$ cat config.mk
export PLATFORM = sky130hd
export DESIGN_NAME = serial_adder_ctrl
export DESIGN_NICKNAME = d
export VERILOG_FILES = /design/src/rtl/serial_adder_ctrl.sv
export SDC_FILE = /design/constraint.sdc
export NUM_CORES = 1
export LEC_CHECK = 0
export BUFFER_PORTS_ARGS = -buffer_cell sky130_fd_sc_hd__buf_2
export CAP_MARGIN = 20
export CORE_AREA = 2 2 57 59
export DETAILED_ROUTE_END_ITERATION = 8
export DIE_AREA = 0 0 59 61
export PLACE_DENSITY = 0.75
export SETUP_SLACK_MARGIN = 0.02
export SYNTH_ARGS = -nofsm -noshare
export SYNTH_HDL_FRONTEND = slang
export SYNTH_SLANG_ARGS = --single-unit
export TNS_END_PERCENT = 50
$ cat constraint.sdc
create_clock -name clk -period 1.6 [get_ports clk]
set_input_delay 0.08 -clock clk [delete_from_list [all_inputs] [get_ports clk]]
set_output_delay 0.08 -clock clk [all_outputs]
set_load 0.1 [all_outputs]
$ cat src/rtl/serial_adder_ctrl.sv
// Bit-serial adder controller: one full-adder cell stepped LSB first over WIDTH-bit operands.
// Optional subtract support is enabled by defining SERIAL_SUB_EN (adds the sub port).
module serial_adder_ctrl #(
    parameter int WIDTH = 8
) (
    input  logic             clk,
    input  logic             rst_n,
    input  logic             in_valid,
    output logic             in_ready,
    input  logic [WIDTH-1:0] a,
    input  logic [WIDTH-1:0] b,
    input  logic             cin,
`ifdef SERIAL_SUB_EN
    input  logic             sub,
`endif
    output logic             out_valid,
    input  logic             out_ready,
    output logic [WIDTH-1:0] sum,
    output logic             cout,
    output logic             busy
);

    localparam int CW = $clog2(WIDTH);

    typedef enum logic [1:0] {IDLE, RUN, DONE} state_t;

    state_t           state_q, state_d;
    logic [WIDTH-1:0] aSh_q, aSh_d;
    logic [WIDTH-1:0] bSh_q, bSh_d;
    logic [WIDTH-1:0] sum_q, sum_d;
    logic [CW-1:0]    cnt_q, cnt_d;
    logic             carry_q, carry_d;
    logic             cout_q, cout_d;
    logic             readyEn_q;

    logic             accept;
    logic             lastStep;
    logic             stepSum;
    logic             stepCarry;
    logic [WIDTH-1:0] bLoad;
    logic             carryLoad;

    // readyEn_q keeps in_ready low until the first edge that sees rst_n high
    always_ff @(posedge clk) begin
        if (!rst_n) begin
            state_q   <= IDLE;
            readyEn_q <= 1'b0;
        end else begin
            state_q   <= state_d;
            readyEn_q <= 1'b1;
        end
    end

    assign accept   = in_valid && in_ready;
    assign lastStep = (cnt_q == CW'(WIDTH - 1));

    always_comb begin
        state_d = state_q;
        case (state_q)
            IDLE:    if (accept) state_d = RUN;
            RUN:     if (lastStep) state_d = DONE;
            DONE:    if (out_ready) state_d = IDLE;
            default: state_d = IDLE;
        endcase
    end

    always_comb begin
        in_ready  = (state_q == IDLE) && readyEn_q;
        busy      = (state_q != IDLE);
        out_valid = (state_q == DONE);
    end

`ifdef SERIAL_SUB_EN
    // Subtraction is a + ~b + 1, so cin is overridden by the forced carry
    assign bLoad     = sub ? ~b : b;
    assign carryLoad = sub ? 1'b1 : cin;
`else
    assign bLoad     = b;
    assign carryLoad = cin;
`endif

    assign stepSum   = aSh_q[0] ^ bSh_q[0] ^ carry_q;
    assign stepCarry = (aSh_q[0] & bSh_q[0]) | (carry_q & (aSh_q[0] ^ bSh_q[0]));

    always_comb begin
        aSh_d   = aSh_q;
        bSh_d   = bSh_q;
        sum_d   = sum_q;
        cnt_d   = cnt_q;
        carry_d = carry_q;
        cout_d  = cout_q;
        case (state_q)
            IDLE: begin
                if (accept) begin
                    aSh_d   = a;
                    bSh_d   = bLoad;
                    carry_d = carryLoad;
                    cnt_d   = '0;
                    sum_d   = '0;
                    cout_d  = 1'b0;
                end
            end
            RUN: begin
                sum_d   = {stepSum, sum_q[WIDTH-1:1]};
                aSh_d   = aSh_q >> 1;
                bSh_d   = bSh_q >> 1;
                carry_d = stepCarry;
                if (lastStep) begin
                    cout_d = stepCarry;
                end else begin
                    cnt_d = cnt_q + 1'b1;
                end
            end
            default: ;
        endcase
    end

    always_ff @(posedge clk) begin
        if (!rst_n) begin
            aSh_q   <= '0;
            bSh_q   <= '0;
            sum_q   <= '0;
            cnt_q   <= '0;
            carry_q <= 1'b0;
            cout_q  <= 1'b0;
        end else begin
            aSh_q   <= aSh_d;
            bSh_q   <= bSh_d;
            sum_q   <= sum_d;
            cnt_q   <= cnt_d;
            carry_q <= carry_d;
            cout_q  <= cout_d;
        end
    end

    assign sum  = sum_q;
    assign cout = cout_q;

endmodule
=== After elaboration in Yosys (flattened, before gate mapping) ===
Index checks and enable logic that the tools add are counted.

* Output and inout bits: 12
* Flip-flop bits (word level): 32

* Reduce and logical (&&, ||, !) cells: 9
* Equal/unequal tests: 7
* $add $sub $neg: 1
* Multiplexer cells: 19
* Bitwise operators: 5

{| class="wikitable"
|+ Operators by type and width
! kind !! number
|-
| case mux 8 bit (2 select lines) || 3
|-
| two-way mux 8 bit || 3
|-
| AND reduction 3 bit || 3
|-
| two-way mux 2 bit || 3
|-
| two-way mux 3 bit || 2
|-
| inequality test 2 bit, second input constant || 3
|-
| case mux 2 bit (3 select lines) || 1
|-
| case mux 3 bit (2 select lines) || 1
|-
| two-way mux 1 bit || 4
|-
| case mux 1 bit (2 select lines) || 2
|-
| nonzero test 2 bit || 2
|-
| adder 3 x 1 -> 3 bit, second input constant || 1
|-
| equality test 3 bit, second input constant || 1
|-
| bitwise AND 1 bit || 2
|-
| equality test 2 x 1 -> 1 bit, second input constant || 1
|-
| equality test 2 bit, second input constant || 1
|-
| logical AND 1 bit || 2
|-
| logical NOT 2 bit || 1
|-
| inequality test 2 x 1 -> 1 bit, second input constant || 1
|-
| AND reduction 2 bit || 1
|-
| XOR 1 bit || 2
|-
| OR 1 bit || 1
|}

=== Depth between registers and ports, before layout ===
* Depth in word-level cells: 5
* Gate-level depth with buffers: 6
* Depth with buffers taken out: 5

=== Worst setup path before layout ===
No wires, ideal clock.

* Path kind: register to output
* Start: register state_q[1]
* End: output in_ready
* Slack: -0.782 ns
* Arrival time: 2.302 ns
* Stages on the path, launching flop included: 4
* Data required time: 1.520 ns
* Path buffers: 1
* Cells stage by stage: dfxtp_1 > buf_4 > or2_2 > nor2_1

* Cells in the longest elaborated chain, start to end: 2

{| class="wikitable"
|+ Ends and longest elaborated chain
! what !! line !! text
|-
| start: declaration || 27 || <nowiki>state_t state_q, state_d;</nowiki>
|-
| start signal: assignment || 49 || <nowiki>state_q <= state_d;</nowiki>
|-
| logical NOT 2 bit || 68 || <nowiki>in_ready = (state_q == IDLE) && readyEn_q;</nowiki>
|-
| logical AND 1 bit || 68 ||
|-
| end: declaration || 9 || <nowiki>output logic in_ready,</nowiki>
|}

Every way passes these cells.

=== Worst setup path in the final report ===
* Start: register cnt_q[0]
* End: register cnt_q[1]

* Cells in the longest elaborated chain, start to end: 3

{| class="wikitable"
|+ Ends and longest elaborated chain
! what !! line !! text
|-
| start: declaration || 31 || <nowiki>logic [CW-1:0] cnt_q, cnt_d;</nowiki>
|-
| start signal: assignment || 130 || <nowiki>cnt_q <= cnt_d;</nowiki>
|-
| adder 3 x 1 -> 3 bit / equality test 3 bit (equally long branches) || 111, 55 ||
|-
| two-way mux 3 bit / inequality test 2 bit (equally long branches) || - ||
|-
| case mux 3 bit (2 select lines) / AND reduction 3 bit (equally long branches) || - ||
|}

Several ways; a longest one is shown, not always the timed one. The select of a mux whose other input is x is not followed.
A chain may end at the register's enable or synchronous reset.

==> out/metrics.cfg <==
[placement]
place_congestion = 0.717
post-place-cells = 208
dpl_cell_area_um2 = 1670
dp_hpwl_um = 2110
place_ws_ns = 0.0975
port_buffers = 32

[setup_path]
worstPathArrival_ns = 1.81
cp.depth = 5
slowest_delay_ns = 0.39
crit_path_top_delay_cell = nor4bb_1
path_delay_family = adder cells
worst_r2r_path_depth = 5
worstPathCellList = ha_1, ha_1, nor4bb_1, o21ai_0, a21oi_1
cp_num_buf_inv = 0
timing_worst_setup_path_type = flop to flop
critical_path_required_ns = 1.86
crit_path_start_kind = flop
path_max_fanout = 8
crit_top_cell = ha_1
timing.critical_path.to_type = flop

[sta]
fin_tns_setup_ns = 0
min_period_ns = 1.55
worstMarginPinSlew_ns = 0.487
post-route-period-util = 0.966
rsz0062_at_grt = true
relSlewSlack = 0.678
setup_violations = 0
fmax_mhz = 647
slew_violations = 0
finClkSkew_ns = 0.00633
hold_viol_final = 0
holdWs_ns = 0.0169
layout_setup_ws_ns = 0.0544

[synthesis]
synth_top_cell_area_share = 0.428
yosys_warnings = 0
synthCells = 151
synth_nets = 175
syn_avg_cell_area_um2 = 9.92
yosysTopAreaCell = dfxtp_1
synth_area_leaders = dfxtp_1, mux2i_1, a211oi_2
synth.distinct_cells = 32
synth_edf_count = 0
syn_area_um2 = 1500
ys_seq_elements = 32
ys_seq_area_frac = 0.428
ys.flop_type = dfxtp_1
async_flop_share = 0

[finish]
num-nets-final = 207
final_cell_mix = dfxtp_1, buf_2, a21oi_1
fin_util = 0.589
finalInstanceArea_um2 = 1740
antenna_cells = 0
syn2layout_area_growth_pct = 16.2
drive_gt1_frac = 0.328
final_common_cell = dfxtp_1
fin_cells = 216

[die]
start_util = 0.507
core_um2 = 2950
pin_count = 33
die_x_um = 59
rows = 20
die_area_um2 = 3600
die_h_um = 61

[grt]
met1_usage = 0.217
grt_overflow = 0
grt_pass1_wl_um = 4930
antenna_found_initial = 0
grt_util_met2 = 0.317
grt_max_degree = 29
grt_pass1_vias = 1105
met3_usage = 0.0618
grt_use_total = 0.185
grt_busiest_layer = met2

[route]
totalWireLength_um = 3100
drc_errors = 0
ant_nets = 0
via_per_inst = 5.60
drt_iter0_drc = 64
dr.pass1.iters = 4
vias = 1210
wl_per_cell_um = 14.3

[power]
p_per_area_nw_per_um2 = 914
power.leakage_nw = 0.763
vdd_drop_max_mv = 0.603
power_mw = 1.59

[cts]
htree_num_levels = 2
clkLatencyLatePin_ns = 0.32
cts_root_buffer = clkbuf_4
clk_pin_slew_ns = 0.09
cts_setup_buffers = 0
cts.sinks = 32
cts_tree = done
cts_buffers = 5
clk_path_buf_depth = 2

[outcome]
status = completed

[min_path]
hold_path_class = input port to flop
whs_path_depth = 3

[run]
drv_cap = 0

-- repair_timing --
item | 4_1_cts | 5_1_grt
endpoints found under the setup margin | 1 | 5
hold buffers | 1 | 0
gates resized for setup | 1 | 2
hold endpoints to repair | 1 | 0
-- where the power goes --
| part | internal, mW | switching (mW) | leakage (nW) | total [mW] |
|---|---|---|---|---|
| Sequential | 0.842 | 0.0282 | 0.262 | 0.871 |
| Clock | 0.162 | 0.249 | 0.0281 | 0.411 |
| Combinational | 0.131 | 0.178 | 0.473 | 0.309 |
| Total | 1.13 | 0.455 | 0.763 | 1.59 |
-- final cells by class --
cell class / instances / area, um^2
clock buffer: 6 / 41.3
clock inverter: 1 / 5.00
fill: 267 / 1210
inverter: 6 / 22.5
multi-input combinational: 100 / 749
sequential: 32 / 641
tap: 33 / 41.3
timing repair buffer: 38 / 240
-- sequential cells by signal, summed over array words and instances (netlist names) --
name / flops
aSh_q: 8
bSh_q: 8
sum: 8
cnt_q: 3
state_q: 2
carry_q: 1
cout: 1
readyEn_q: 1
-- Yosys cell counts (2+ instances only) --
cell type   n
a21oi_1    21
mux2i_1    15
o21ai_0     2
inv_1       5
o22ai_1    10
nand2_1    15
a211oi_1    7
a211oi_2    9
clkbuf_1    2
nor4bb_1    2
dfxtp_1    32
nor2_1      3
buf_6       5
ha_1        2
buf_2       4
-- logic make-up (layout without fill, tap and decap cells) --
family | after synthesis | in the layout | share of synthesized area
adders and majority gates | 3 | 3 | 0.0301
and+or+nand+nor | 30 | 30 | 0.106
AOI/OAI and AO/OA | 52 | 52 | 0.250
muxes | 15 | 15 | 0.100
buffers and inverters | 19 | 51 | 0.0860
DFF | 32 | 32 | 0.428
-- tightest hold or removal path, stage by stage --
cell and delay [ns]:
buf_2 0.07, nand2b_1 0.09, a21oi_1 0.06
-- worst paths after layout --
kind	startpoint	to	slack, ns
setup / recovery	cnt_q[0]	cnt_q[1]	0.05
hold / removal	out_ready	state_q[1]	0.02
hold reg to reg	bSh_q[7]	bSh_q[7]	0.50
setup reg to reg	cnt_q[0]	cnt_q[1]	0.05
-- per-layer routing --
metal	share of wire	vias to the layer above
li1	-	608
met5	0	-
met4	0.015	0
met3	0.054	6
met1	0.42	571
met2	0.51	25
Note: power is estimated with default switching activity, not from simulation.
